## config.mk

```make
export PLATFORM = sky130hd
export DESIGN_NAME = capture_sequencer
export DESIGN_NICKNAME = d
export VERILOG_FILES = /design/src/rtl/capture_sequencer.sv
export SDC_FILE = /design/constraint.sdc
export NUM_CORES = 1
export LEC_CHECK = 0
export BUFFER_PORTS_ARGS = -buffer_cell sky130_fd_sc_hd__buf_4
export CAP_MARGIN = 20
export CORE_MARGIN = 1.5
export CORE_UTILIZATION = 64
export CTS_CLUSTER_DIAMETER = 150
export DETAILED_ROUTE_END_ITERATION = 12
export HOLD_SLACK_MARGIN = 0.03
export PLACE_DENSITY = 0.86
export SLEW_MARGIN = 10
export SYNTH_ARGS = -nofsm -noshare
export SYNTH_HDL_FRONTEND = slang
export SYNTH_SLANG_ARGS = --single-unit
```

## constraint.sdc

```tcl
create_clock -name clk -period 7.1 [get_ports clk]
set_input_delay 0.71 -clock clk [delete_from_list [all_inputs] [get_ports clk]]
set_output_delay 0.71 -clock clk [all_outputs]
set_load 0.1 [all_outputs]
```

## src/rtl/capture_sequencer.sv

```systemverilog
// Acquisition sequencer for the LA_dig channel sample RAMs: decimation, circular write addressing, arming and post-trigger count.
// Optional CAP_TRIG_ADDR_EN macro registers the address of the last pre-trigger write on trig_addr.
module capture_sequencer #(
    parameter int ENTRIES = 384,
    parameter int ADDR_W  = 9
) (
    input  logic              clk,
    input  logic              rst_n,
    input  logic              smpl_vld,
    input  logic [3:0]        decimator,
    input  logic [ADDR_W-1:0] trig_pos,
    input  logic              run,
    input  logic              capture_done,
    input  logic              triggered,
    output logic              we,
    output logic [ADDR_W-1:0] waddr,
    output logic              armed,
    output logic              set_capture_done,
    output logic [ADDR_W-1:0] start_addr,
    output logic [ADDR_W-1:0] trig_addr
);

    typedef enum logic [1:0] {IDLE, PRE, POST, DONE} state_t;

    localparam logic [ADDR_W-1:0] LAST  = ADDR_W'(ENTRIES - 1);
    localparam logic [ADDR_W:0]   DEPTH = (ADDR_W + 1)'(ENTRIES);

    state_t            state, state_nxt;
    logic [15:0]       dec_cnt, dec_max;
    logic              kept, start, trig_take, enter_done;
    logic [ADDR_W-1:0] tp, post_cnt, waddr_inc;
    logic [ADDR_W:0]   pre_cnt, pre_cnt_nxt, pre_thresh;

    always_comb begin
        tp          = (trig_pos > LAST) ? LAST : trig_pos;
        pre_thresh  = DEPTH - {1'b0, tp};
        dec_max     = (16'd1 << decimator) - 16'd1;
        kept        = smpl_vld && (dec_cnt == dec_max);
        we          = ((state == PRE) || (state == POST)) && kept;
        waddr_inc   = (waddr == LAST) ? '0 : waddr + 1'b1;
        pre_cnt_nxt = pre_cnt;
        if ((state == PRE) && we && (pre_cnt < pre_thresh))
            pre_cnt_nxt = pre_cnt + 1'b1;
        trig_take = (state == PRE) && run && triggered && armed;

        state_nxt = state;
        case (state)
            IDLE: if (run && !capture_done) state_nxt = PRE;
            PRE: begin
                if (!run)
                    state_nxt = IDLE;
                else if (trig_take)
                    state_nxt = (tp == '0) ? DONE : POST;
            end
            POST: begin
                if (!run)
                    state_nxt = IDLE;
                else if (we && ((post_cnt + 1'b1) == tp))
                    state_nxt = DONE;
            end
            // capture_done is still low during the pulse cycle, so it cannot count as a host clear yet
            DONE: if (!run || (!capture_done && !set_capture_done)) state_nxt = IDLE;
            default: state_nxt = IDLE;
        endcase

        start      = (state == IDLE) && (state_nxt == PRE);
        enter_done = (state != DONE) && (state_nxt == DONE);
    end

    always_ff @(posedge clk or negedge rst_n) begin
        if (!rst_n) begin
            state            <= IDLE;
            dec_cnt          <= '0;
            waddr            <= '0;
            pre_cnt          <= '0;
            post_cnt         <= '0;
            armed            <= 1'b0;
            set_capture_done <= 1'b0;
            start_addr       <= '0;
        end else begin
            state <= state_nxt;
            if (start)
                dec_cnt <= '0;
            else if (((state == PRE) || (state == POST)) && smpl_vld)
                dec_cnt <= kept ? 16'd0 : dec_cnt + 16'd1;
            if (start)
                waddr <= '0;
            else if (we)
                waddr <= waddr_inc;
            pre_cnt <= start ? '0 : pre_cnt_nxt;
            if (start)
                post_cnt <= '0;
            else if ((state == POST) && we)
                post_cnt <= post_cnt + 1'b1;
            armed            <= (state == PRE) && (state_nxt == PRE) && (pre_cnt_nxt >= pre_thresh);
            set_capture_done <= enter_done;
            // Oldest sample of a full buffer is the next location that would have been written
            if (enter_done)
                start_addr <= we ? waddr_inc : waddr;
        end
    end

`ifdef CAP_TRIG_ADDR_EN
    always_ff @(posedge clk or negedge rst_n) begin
        if (!rst_n)
            trig_addr <= '0;
        else if (start)
            trig_addr <= '0;
        else if (trig_take)
            trig_addr <= we ? waddr : ((waddr == '0) ? LAST : waddr - 1'b1);
    end
`else
    assign trig_addr = '0;
`endif

endmodule

```

# After elaboration in Yosys (flattened, before gate mapping)
# Cells that the tools add are included.
dict set report totals {
  ff_bits 57
  output_inout_bits 30
  input_bits 19
  elab_cells 71
}
dict set report classes {
  muxes 19
  n_eq_ne 9
  n_shift 1
  order_cmp 3
  addsub 6
  n_reduce_logical 25
}
# cell n
set ops {}
lappend ops {{$mux 9} 6}
lappend ops {{$mux 16} 3}
lappend ops {{$mux 10} 2}
lappend ops {{$add 9x1->9 const B} 2}
lappend ops {{$add 16x1->16 const B} 1}
lappend ops {{$eq 16x16->1} 1}
lappend ops {{$logic_and 1x1->1} 16}
lappend ops {{$shl 1x4->16 const A} 1}
lappend ops {{$sub 16x1->16 const B} 1}
lappend ops {{$mux 2} 6}
lappend ops {{$add 10x1->10 const B} 1}
lappend ops {{$ge 10x10->1} 1}
lappend ops {{$lt 10x10->1} 1}
lappend ops {{$sub 9x9->10 const A} 1}
lappend ops {{$eq 9x9->1} 1}
lappend ops {{$eq 9x9->1 const B} 1}
lappend ops {{$gt 9x9->1 const B} 1}
lappend ops {{$logic_not 9->1} 1}
lappend ops {{$pmux 2 s4} 1}
lappend ops {{$eq 2x2->1 const B} 3}
lappend ops {{$eq 2x1->1 const B} 2}
lappend ops {{$reduce_bool 2->1} 2}
lappend ops {{$logic_not 1->1} 3}
lappend ops {{$logic_not 2->1} 1}
lappend ops {{other kinds (3)} 4}

# Depth between registers and ports, before layout
# Gate-level depths: netlist of the first run.
dict set report logic_depth {
  word_depth 12
  mapped_depth 26
  ltp_nobuf 25
}

# Worst setup path after synthesis of the first run
# Ideal clock, no wire load.
dict set report synth_timing {
  path_kind {input-to-reg}
  start {input trig_pos[7]}
  end {register armed}
  setup_slack_ns 2.122
  t_arrival_ns 4.845
  setup_ns 0.132
  cell_stages 26
  n_path_buf 1
  t_required_ns 6.968
  path_cell_list {clkbuf_1 > nand2_1 > nand2b_1 > inv_1 > ha_1 > nor3b_1 > nand2_1 > xnor2_1 > nand2_1 > ha_1 > and4_1 > o21ai_0 > o221ai_1 > o211ai_1 > and3b_1 > nand3_1 > or3_1 > nand2_1 > ha_1 > a21o_1 > a21oi_1 > o21ai_0 > nand3_1 > nand2_1 > o311ai_1 > a211oi_1}
}
dict set report synth_between {
  elab_chain_len 10
  word_cells_on_any_way 19
  classes_between {add/sub (1); order compare (3); eq/ne (2); mux (8); reduce/logical (5)}
}
# item line_no
set synth_rtl {}
lappend synth_rtl {{start, declared} 11} ;# input logic [ADDR_W-1:0] trig_pos,
lappend synth_rtl {{$gt 9x9->1} 35} ;# tp = (trig_pos > LAST) ? LAST : trig_pos;
lappend synth_rtl {{$mux 9 *} 35}
lappend synth_rtl {{parallel branches: the longest is 7 deep, another holds $sub 9x9->10} --}
lappend synth_rtl {{$logic_and 1x1->1 *} 95} ;# armed <= (state == PRE) && (state_nxt == PRE) && (pre_cnt_nxt >= pre_thresh);
lappend synth_rtl {{end signal, assigned} 95}
lappend synth_rtl {{end, declared} 17} ;# output logic armed,
# Every way passes the cells marked *.
# A chain may end at the register's enable or synchronous reset.

# Worst setup path in the final report of the first run
dict set report layout_timing {
  start {input trig_pos[8]}
  end {register armed}
}
# The elaborated chain is that of the path after synthesis.

==> results.ini, run 1 <==
[status]
status=complete, no violations

[clock_network]
clockRootBuffer=clkbuf_8
clkTransAtPathRegs_ns=0.07
cts_sinks=57
cts_setup_buffers=0
cts_tree=built
hold_buffers=0
cts_resized=0
clk_latency_ns=0.35
h-tree-depth=3
cts_made_buffers=9
clockBufferDepth=2

[power]
cellPowerDensity_nw_per_um2=261
leakage_nw=2.41
peakVddDrop_v=0.000270
design_power_total_w=0.00129

[placed_design]
pre_cts_slack_ns=1.63
placed_cell_area_um2=4690
dpl.hpwl_um=7250
dp.cells=608
place.port_buffers=39
gp_congestion=0.932

[grt]
grt_max_degree=58
grt_antenna_before_repair=0
grt_usage_pct=29.4
grt_pass1_vias=3727
grt_pass1_wl_um=17500
grt-ovfl-total=0

[drt]
met1_length_um=4590
via_count=3931
routed-wl-met3_um=567
totalWireLength_um=10400
first_pass_iters=5
wl_met2_um=5070
drt-initial-drc-count=199
maxUsedRoutingLayer=met4
drc_errors=0
vias_per_cell=6.30
wire_per_inst_um=16.6
drt.antenna.violating_nets=0

[synth]
syn_area_per_cell_um2=8.70
ys_ff_latch=57
yosys.area.top_type_share_pct=32.2
ys_top_cells_by_area=dfrtp_1 32%, ha_1 7.6%, xnor2_1 4.4%, a21oi_1 4.3%, nand2_1 3.3%
synth_cell_type_count=66
synth-seq-area-share_pct=32.2
ys.flop_type=dfrtp_1
synthArstFlopShare_pct=100
yosysWarnings=0
synth-edff-count=0
synth.largest_area_cell=dfrtp_1
syn_area_um2=4430
synthCells=509

[floorplan]
die_h_um=86.2
initial_core_util_pct=65.5
io_pins=49
fp.dieW_um=86.2
rows=30
fp.coreArea_um2=6760
die_area_um2=7420

[sta]
setup_ws_ns=1.75
max_freq_ghz=0.187
hold_viol=0
min_period_ns=5.35
rsz0062_at_grt=false
tightest_slew_ns=0.709
tns_ns=0
drv_slew=0
min_period_over_period_pct=75.3
finalSetupViolCount=0
slew_headroom_pct=52.7
skew_ns=0.0103

[cells_and_area]
final_nets=585
drive_gt1_share_pct=11.9
final_common_cell=dfrtp_1
final_cell_mix=57 x dfrtp_1, 40 x buf_4, 39 x nand2_1
diodes=0
final_cell_count_no_fill=624
postLayoutCellArea_um2=4930
area_delta_synth_final_pct=11.3

[setup_path]
endpoint_kind=register
worstPathArrival_ns=5.56
critPathRequiredTime_ns=7.31
worstSetupPathType=in2reg
cp-start-kind=primary input
crit_path_max_fanout=11

[flow_run]
cap_violations=0

[min_path]
hp-class=in2async

[metrics by stage]
step / hold slack, ns / utilization [%]
2_1_floorplan: 0.414 / -
3_3_place_gp: 0.501 / 69.4
3_5_place_dp: 0.511 / 69.4
4_1_cts: 0.439 / 72.9
5_1_grt: 0.498 / 72.9
6_report: 0.401 / 72.9
[registers in the layout, indices dropped and copies added (netlist names)]
name              count
dec_cnt              16
pre_cnt              10
post_cnt              9
start_addr            9
waddr                 9
state                 2
armed                 1
set_capture_done      1
[synth_stat cells, drive strengths merged, types with 3 or more instances]
| cell type | instances |
|---|---|
| dfrtp | 57 |
| o21a | 5 |
| nor4 | 4 |
| nor2 | 36 |
| and3 | 18 |
| nand3 | 14 |
| o21ai | 28 |
| or2 | 5 |
| inv | 22 |
| a211oi | 3 |
| a21boi | 4 |
| o211ai | 3 |
| nand2b | 8 |
| o31ai | 3 |
| a21oi | 38 |
| mux2 | 4 |
| and2 | 8 |
| and4 | 7 |
| nor3 | 6 |
| ha | 27 |
| a21o | 5 |
| or4 | 4 |
| or3 | 17 |
| xnor2 | 22 |
| nor2b | 5 |
| clkbuf | 15 |
| mux2i | 13 |
| buf | 15 |
| nand2 | 39 |
| nand4 | 13 |
| a31oi | 4 |
| nand3b | 4 |
| xor2 | 16 |
| or3b | 5 |
[area by class of cell]
type	instances	area [µm²]
clock inverters	5	104
repair buffers	40	300
flip-flops and latches	57	1430
inverters	22	82.6
clock buffers	11	131
well taps	80	100
fillers	512	1830
multi-input cells	409	2780
[metal layers]
| metal | up-vias | track usage [%] |
|---|---|---|
| met5 | - | 0 |
| met4 | 0 | 9.68 |
| met3 | 16 | 4.23 |
| met2 | 137 | 48.6 |
| met1 | 1897 | 39.9 |
| li1 | 1881 | - |
[kinds of logic (layout without fill, tap and decap cells)]
group,Yosys count,in the layout,share of synthesized area (%)
simple gates,201,201,25.6
compound gates,112,112,15.9
flops,57,57,32.2
buf+inv,52,78,5.68
xor+xnor,40,40,8.54
fa+ha+maj,28,28,7.86
mux,17,17,4.04
other cells,2,11,0.170
[critical path: stages]
cell	delay [ns]
buf_4	0.15
nand2_1	0.22
nand2b_1	0.14
inv_1	0.11
ha_1	0.18
nor3b_1	0.38
nand2_1	0.14
xnor2_1	0.17
nand2_1	0.10
ha_1	0.34
and4_1	0.20
o21ai_0	0.09
o221ai_1	0.15
o211ai_1	0.19
and3b_1	0.26
nand3_1	0.25
or3_1	0.45
nand2_1	0.08
ha_1	0.24
a21o_1	0.19
a21oi_1	0.13
o21ai_0	0.09
nand3_1	0.09
nand2_1	0.10
o311ai_1	0.33
a211oi_1	0.09
[final timing paths]
kind | start | to | slack (ns) | depth (start not counted)
max in group asynchronous | rst_n | post_cnt[3]$_DFFE_PN0P_ | 6.21 | 1
setup / recovery | trig_pos[8] | armed$_DFF_PN0_ | 1.75 | 26
hold reg to reg | start_addr[5]$_DFFE_PN0P_ | start_addr[5]$_DFFE_PN0P_ | 0.53 | 1
min in group clk | start_addr[5]$_DFFE_PN0P_ | start_addr[5]$_DFFE_PN0P_ | 0.53 | 1
setup reg to reg | dec_cnt[3]$_DFFE_PN0P_ | armed$_DFF_PN0_ | 2.71 | 15
hold / removal | rst_n | pre_cnt[5]$_DFF_PN0_ | 0.40 | 1
[power breakdown]
part           internal (W)  switching [W]  total, W
Combinational      0.000135       0.000389  0.000523
Clock              0.000233       0.000139  0.000372
Sequential         0.000360      0.0000312  0.000391
Total              0.000728       0.000559   0.00129
(Power assumes the default switching activity.)
==> run 2: changes to the inputs <==
--- a/config.mk
+++ b/config.mk
@@ -8,11 +8,11 @@
 export BUFFER_PORTS_ARGS = -buffer_cell sky130_fd_sc_hd__buf_4
 export CAP_MARGIN = 20
 export CORE_MARGIN = 1.5
-export CORE_UTILIZATION = 64
+export CORE_UTILIZATION = 60
 export CTS_CLUSTER_DIAMETER = 150
 export DETAILED_ROUTE_END_ITERATION = 12
 export HOLD_SLACK_MARGIN = 0.03
-export PLACE_DENSITY = 0.86
+export PLACE_DENSITY = 0.81
 export SLEW_MARGIN = 10
 export SYNTH_ARGS = -nofsm -noshare
 export SYNTH_HDL_FRONTEND = slang
==> constraint.sdc (replaced) <==
create_clock -name clk -period 5.2 [get_ports clk]
set_input_delay 0.52 -clock clk [delete_from_list [all_inputs] [get_ports clk]]
set_output_delay 0.52 -clock clk [all_outputs]
set_load 0.1 [all_outputs]
==> run 2 against run 1 <==
Global-route usage decreased by 2.1 points; clock power increased by 34%; largest cell class unchanged; power increased by 35%; highest routed layer unchanged; cell count increased by 3.5%; non-clock buffer count increased by 3.
==> results.ini, run 2 (synthesis gave the netlist of run 1 again) <==
[status]
status=complete, no violations

[drt]
drc_errors=0
via_count=3908
wire_per_inst_um=15.7
vias_per_cell=6.05
drt-initial-drc-count=249
drt.antenna.violating_nets=0
totalWireLength_um=10100
first_pass_iters=5

[setup_path]
regToRegSetupSlack_ns=1.18
r2r_end=armed$_DFF_PN0_
critPathBufInv=1
worstSetupPathType=in2reg
cp-start-kind=primary input
path_cells=buf_4, nand2_1, nand2b_1, or4_1, nor4_2, nor3_1, a21oi_1, ha_1, a21o_1, a311oi_1, o21ai_0, o211ai_1, and3b_1, nand3_1, or3_1, nand2_1, ha_1, a21o_1, a21oi_1, o21ai_0, nand3_1, nand2_1, o311ai_1, a211oi_1
crit_path_max_fanout=11
worstPathArrival_ns=5.00
rr_worst_depth=17
startpoint=trig_pos[8]
endpoint_kind=register
path_delay_family=simple AND/OR/NAND/NOR gates
critPathRequiredTime_ns=5.41
r2r_start=pre_cnt[1]$_DFF_PN0_
cp_common_cell=nand2_1
crit_slowest_cell=or4_1
cpPeakStageDelay_ns=0.47

[sta]
rsz0062_at_grt=false
max_freq_ghz=0.209
skew_ns=0.00903
slew_headroom_pct=52.5
tightest_slew_ns=0.712
tns_ns=0
drv_slew=0
min_period_over_period_pct=92.1
hold_viol=0
min_period_ns=4.79
finalSetupViolCount=0

[floorplan]
fp.dieW_um=88.9
io_pins=49
die_h_um=88.9
rows=31
die_area_um2=7900
fp.coreArea_um2=7180
initial_core_util_pct=61.7

[clock_network]
hold_buffers=0
cts_resized=0
clkTransAtPathRegs_ns=0.07
cts_tree=built
cts_sinks=57
clockRootBuffer=clkbuf_8
cts_setup_buffers=0
clk_latency_ns=0.35
cts_made_buffers=9
h-tree-depth=3
clockBufferDepth=2

[placed_design]
dpl.hpwl_um=7190
gp_congestion=0.909
place.port_buffers=39

[power]
p_int_w=0.000985
p_clk_share_pct=28.8
leakage_nw=2.43
combPwrFrac_pct=40.6
swShare_pct=43.2
p_switching_w=0.000751
peakVddDrop_v=0.000344
cellPowerDensity_nw_per_um2=348
p_seq_share_pct=30.6

[cells_and_area]
area_delta_synth_final_pct=12.7
reg_top3=dec_cnt x16, pre_cnt x10
largest_reg_flops=16
post-route-util_pct=69.5
nFillCells=577
max_flop_register=dec_cnt
diodes=0
final_nets=588
final_cell_mix=57 x dfrtp_1, 43 x buf_4, 39 x nand2_1
final_common_cell=dfrtp_1
drive_gt1_share_pct=13.2

[grt]
grt-ovfl-total=0
grt_usage_pct=27.3
grt_pass1_wl_um=16700
grt_pass1_vias=3597
grt_antenna_before_repair=0
grt_max_degree=58

[min_path]
hp-class=in2async

[flow_run]
cap_violations=0

-- run 2: cell types whose count changed in the layout (fill, tap and decap cells not counted) --
| cell | delta |
|---|---|
| buf_4 | +3 |
| clkbuf_8 | +3 |
| clkbuf_1 | -2 |
| bufinv_16 | -1 |
| nor3b_1 | -1 |
| nor3b_2 | +1 |
| nor4_1 | -1 |
| nor4_2 | +1 |
-- run 2: how the worst max path moves through the flow --
| stage | to | slack, ns | cells past startpoint |
|---|---|---|---|
| 2_1_floorplan | armed$_DFF_PN0_ | 0.41 | 26 |
| 3_3_place_gp | armed$_DFF_PN0_ | 0.31 | 24 |
| 3_5_place_dp | armed$_DFF_PN0_ | 0.09 | 24 |
| 4_1_cts | armed$_DFF_PN0_ | 0.41 | 24 |
| 5_1_grt | armed$_DFF_PN0_ | 0.02 | 24 |
| 6_report | armed$_DFF_PN0_ | 0.41 | 24 |
-- run 2: cell type report --
type                       count  area, µm²  share of cell area, %
inverter                      22       82.6                   1.66
tap                           99        124                   2.48
clock buffer                  12        165                   3.31
clock inverter                 4       73.8                   1.48
multi-input combinational    409       2790                   56.0
sequential                    57       1430                   28.6
timing repair buffer          43        323                   6.47
-- run 2: power groups by stage --
stage	logic [W]	clock network, W	registers (W)
2_1_floorplan	0.000326	0	0.000770
3_3_place_gp	0.000688	0	0.000537
3_5_place_dp	0.000699	0	0.000540
4_1_cts	0.000703	0.000509	0.000532
5_1_grt	0.000757	0.000526	0.000542
6_report	0.000704	0.000500	0.000532
-- run 2: routing by layer --
layer	part of all wire [%]	vias to the layer above	global-route usage (%)
met5	0	-	0
met4	1.9	0	9.80
met3	5.7	23	4.62
met2	47	125	44.4
met1	46	1875	36.9
li1	-	1885	-
-- run 2: per-stage QoR --
stage	total power, W	instances	cell area, µm²	hold WS, ns	setup slack (ns)
after floorplan	0.00110	518	4460	0.224	0.412
after global placement	0.00123	630	4740	0.513	0.307
after detailed placement	0.00124	630	4740	0.520	0.0935
after CTS	0.00175	646	4980	0.254	0.412
after global routing	0.00182	646	4990	0.288	0.0220
final	0.00174	646	4990	0.216	0.410
==> run 3: changes to the inputs <==
--- a/config.mk
+++ b/config.mk
@@ -8,11 +8,11 @@
 export BUFFER_PORTS_ARGS = -buffer_cell sky130_fd_sc_hd__buf_4
 export CAP_MARGIN = 20
 export CORE_MARGIN = 1.5
-export CORE_UTILIZATION = 60
+export CORE_UTILIZATION = 55
 export CTS_CLUSTER_DIAMETER = 150
 export DETAILED_ROUTE_END_ITERATION = 12
 export HOLD_SLACK_MARGIN = 0.03
-export PLACE_DENSITY = 0.81
+export PLACE_DENSITY_LB_ADDON = 0.25
 export SLEW_MARGIN = 10
 export SYNTH_ARGS = -nofsm -noshare
 export SYNTH_HDL_FRONTEND = slang
==> run 3 against run 2 <==
Design area shrank 0.20%; clock power down 4%; sequential share of layout area up 0.057 points; critical path type unchanged; critical endpoint unchanged; largest power group unchanged; highest routed layer unchanged.
==> results.ini, run 3 (synthesis gave the netlist of run 1 again) <==
[status]
status=complete, no violations

[clock_network]
clockRootBuffer=clkbuf_8
clockBufferDepth=2
hold_buffers=0
cts_tree=built
h-tree-depth=3
cts_made_buffers=9
cts_sinks=57
clk_latency_ns=0.34
clkTransAtPathRegs_ns=0.07

[power]
swShare_pct=43.3
p_clk_share_pct=28.1
peakVddDrop_v=0.000468
design_power_total_w=0.00171
p_switching_w=0.000742
p_seq_share_pct=30.9
cellPowerDensity_nw_per_um2=344
p_int_w=0.000972
leakage_nw=2.42
combPwrFrac_pct=40.9

[placed_design]
dpl.hpwl_um=7220
place.port_buffers=39
dp.cells=633
gp_congestion=0.897
placed_cell_area_um2=4740

[setup_path]
cpPeakStageDelay_ns=0.47
crit_path_max_fanout=11
cp-start-kind=primary input
path_delay_family=simple AND/OR/NAND/NOR gates
regToRegSetupSlack_ns=1.11
worstSetupPathType=in2reg
path_cells=buf_4, nand2_1, nand2b_1, or4_1, nor4_2, nor3_1, a21oi_1, ha_1, and4_1, o21ai_0, o221ai_1, o211ai_1, and3b_1, nand3_1, or3_1, nand2_1, ha_1, a21o_1, a21oi_1, o21ai_0, nand3_1, nand2_1, o311ai_1, a211oi_1
critPathRequiredTime_ns=5.41
worstPathArrival_ns=5.06
crit_slowest_cell=or4_1
cp_common_cell=nand2_1
critPathBufInv=1
endpoint_kind=register

[floorplan]
initial_core_util_pct=57.0
die_area_um2=8600
rows=32
die_h_um=92.7
io_pins=49
fp.dieW_um=92.7
fp.coreArea_um2=7770

[cells_and_area]
nFillCells=671
largest_reg_flops=16
max_flop_register=dec_cnt
diodes=0
final_cell_count_no_fill=649
drive_gt1_share_pct=12.8
final_cell_mix=57 x dfrtp_1, 43 x buf_4, 39 x nand2_1
final_common_cell=dfrtp_1
postLayoutCellArea_um2=4980
reg_top3=dec_cnt x16, pre_cnt x10
final_nets=588
area_delta_synth_final_pct=12.5

[drt]
drc_errors=0
wire_per_inst_um=15.2
drt-initial-drc-count=170
vias_per_cell=5.86
drt.antenna.violating_nets=0
first_pass_iters=5
totalWireLength_um=9880
via_count=3803

[flow_run]
cap_violations=0

[sta]
drv_slew=0
hold_viol=0
finalSetupViolCount=0
skew_ns=0.00753
tightest_slew_ns=0.710
slew_headroom_pct=52.7
max_freq_ghz=0.206
min_period_ns=4.85
min_period_over_period_pct=93.2

[grt]
grt_pass1_vias=3570
grt-ovfl-total=0
grt_pass1_wl_um=16700
grt_max_degree=58
grt_usage_pct=24.5
grt_antenna_before_repair=0

[min_path]
hp-class=in2async

## run 3: final timing paths
kind,from,end,depth (start not counted)
worst max register to register,pre_cnt[1]$_DFF_PN0_,armed$_DFF_PN0_,17
worst min-delay path,rst_n,post_cnt[7]$_DFFE_PN0P_,1
max in group asynchronous,rst_n,waddr[1]$_DFF_PN0_,1
worst max-delay path,trig_pos[8],armed$_DFF_PN0_,24
min in group clk,start_addr[6]$_DFFE_PN0P_,start_addr[6]$_DFFE_PN0P_,2
worst min register to register,start_addr[6]$_DFFE_PN0P_,start_addr[6]$_DFFE_PN0P_,2
## run 3: power by group through the flow
stage,registers (W),clock network (W),logic (W)
4_1_cts,0.000530,0.000490,0.000705
6_report,0.000530,0.000482,0.000702
3_5_place_dp,0.000538,0,0.000702
2_1_floorplan,0.000770,0,0.000326
3_3_place_gp,0.000536,0,0.000691
5_1_grt,0.000538,0.000509,0.000756
## run 3: timing repair
item                                    4_1_cts  5_1_grt
setup buffers                                 0        0
gates resized for setup                       0        1
endpoints found under the setup margin        0        1
## run 3: metrics by stage
| step | setup WS, ns | utilization (%) | hold WS [ns] | TNS [ns] |
|---|---|---|---|---|
| floorplan | 0.412 | - | 0.224 | 0 |
| global placement | 0.293 | 61.1 | 0.503 | 0 |
| detailed placement | 0.0135 | 61.1 | 0.514 | 0 |
| CTS | 0.338 | 64.0 | 0.262 | 0 |
| global route | -0.0393 | 64.1 | 0.293 | -0.0393 |
| finish | 0.353 | 64.1 | 0.213 | 0 |
## run 3: worst reg2reg max path: stages, from the launching register on
cell and delay (ns):
dfrtp_1 0.46, ha_1 0.34, a2111o_1 0.41, a21oi_1 0.22, o221ai_1 0.15, o211ai_1 0.21, and3b_1 0.26, nand3_1 0.25
or3_1 0.44, nand2_1 0.09, ha_1 0.25, a21o_1 0.18, a21oi_1 0.13, o21ai_0 0.09, nand3_1 0.08, nand2_1 0.09
o311ai_1 0.24, a211oi_1 0.09
## run 3: area by class of cell
cell class              count  area [µm²]  share of cell area (%)
repair buffers             43         323                    6.48
clock inverters             4        75.1                    1.51
multi-input cells         409        2790                    56.0
inverters                  22        82.6                    1.66
well taps                 102         128                    2.56
clock buffers              12         155                    3.12
flip-flops and latches     57        1430                    28.7
## run 3: routing by layer
layer  vias to the layer above  wire [µm]  GRT usage (%)  part of all wire (%)
met2                        92       4670           40.1                    47
met5                         -          0              0                     0
met3                        16        465           4.43                   4.7
li1                       1880          -              -                     -
met4                         0        186           8.71                   1.9
met1                      1815       4550           32.5                    46
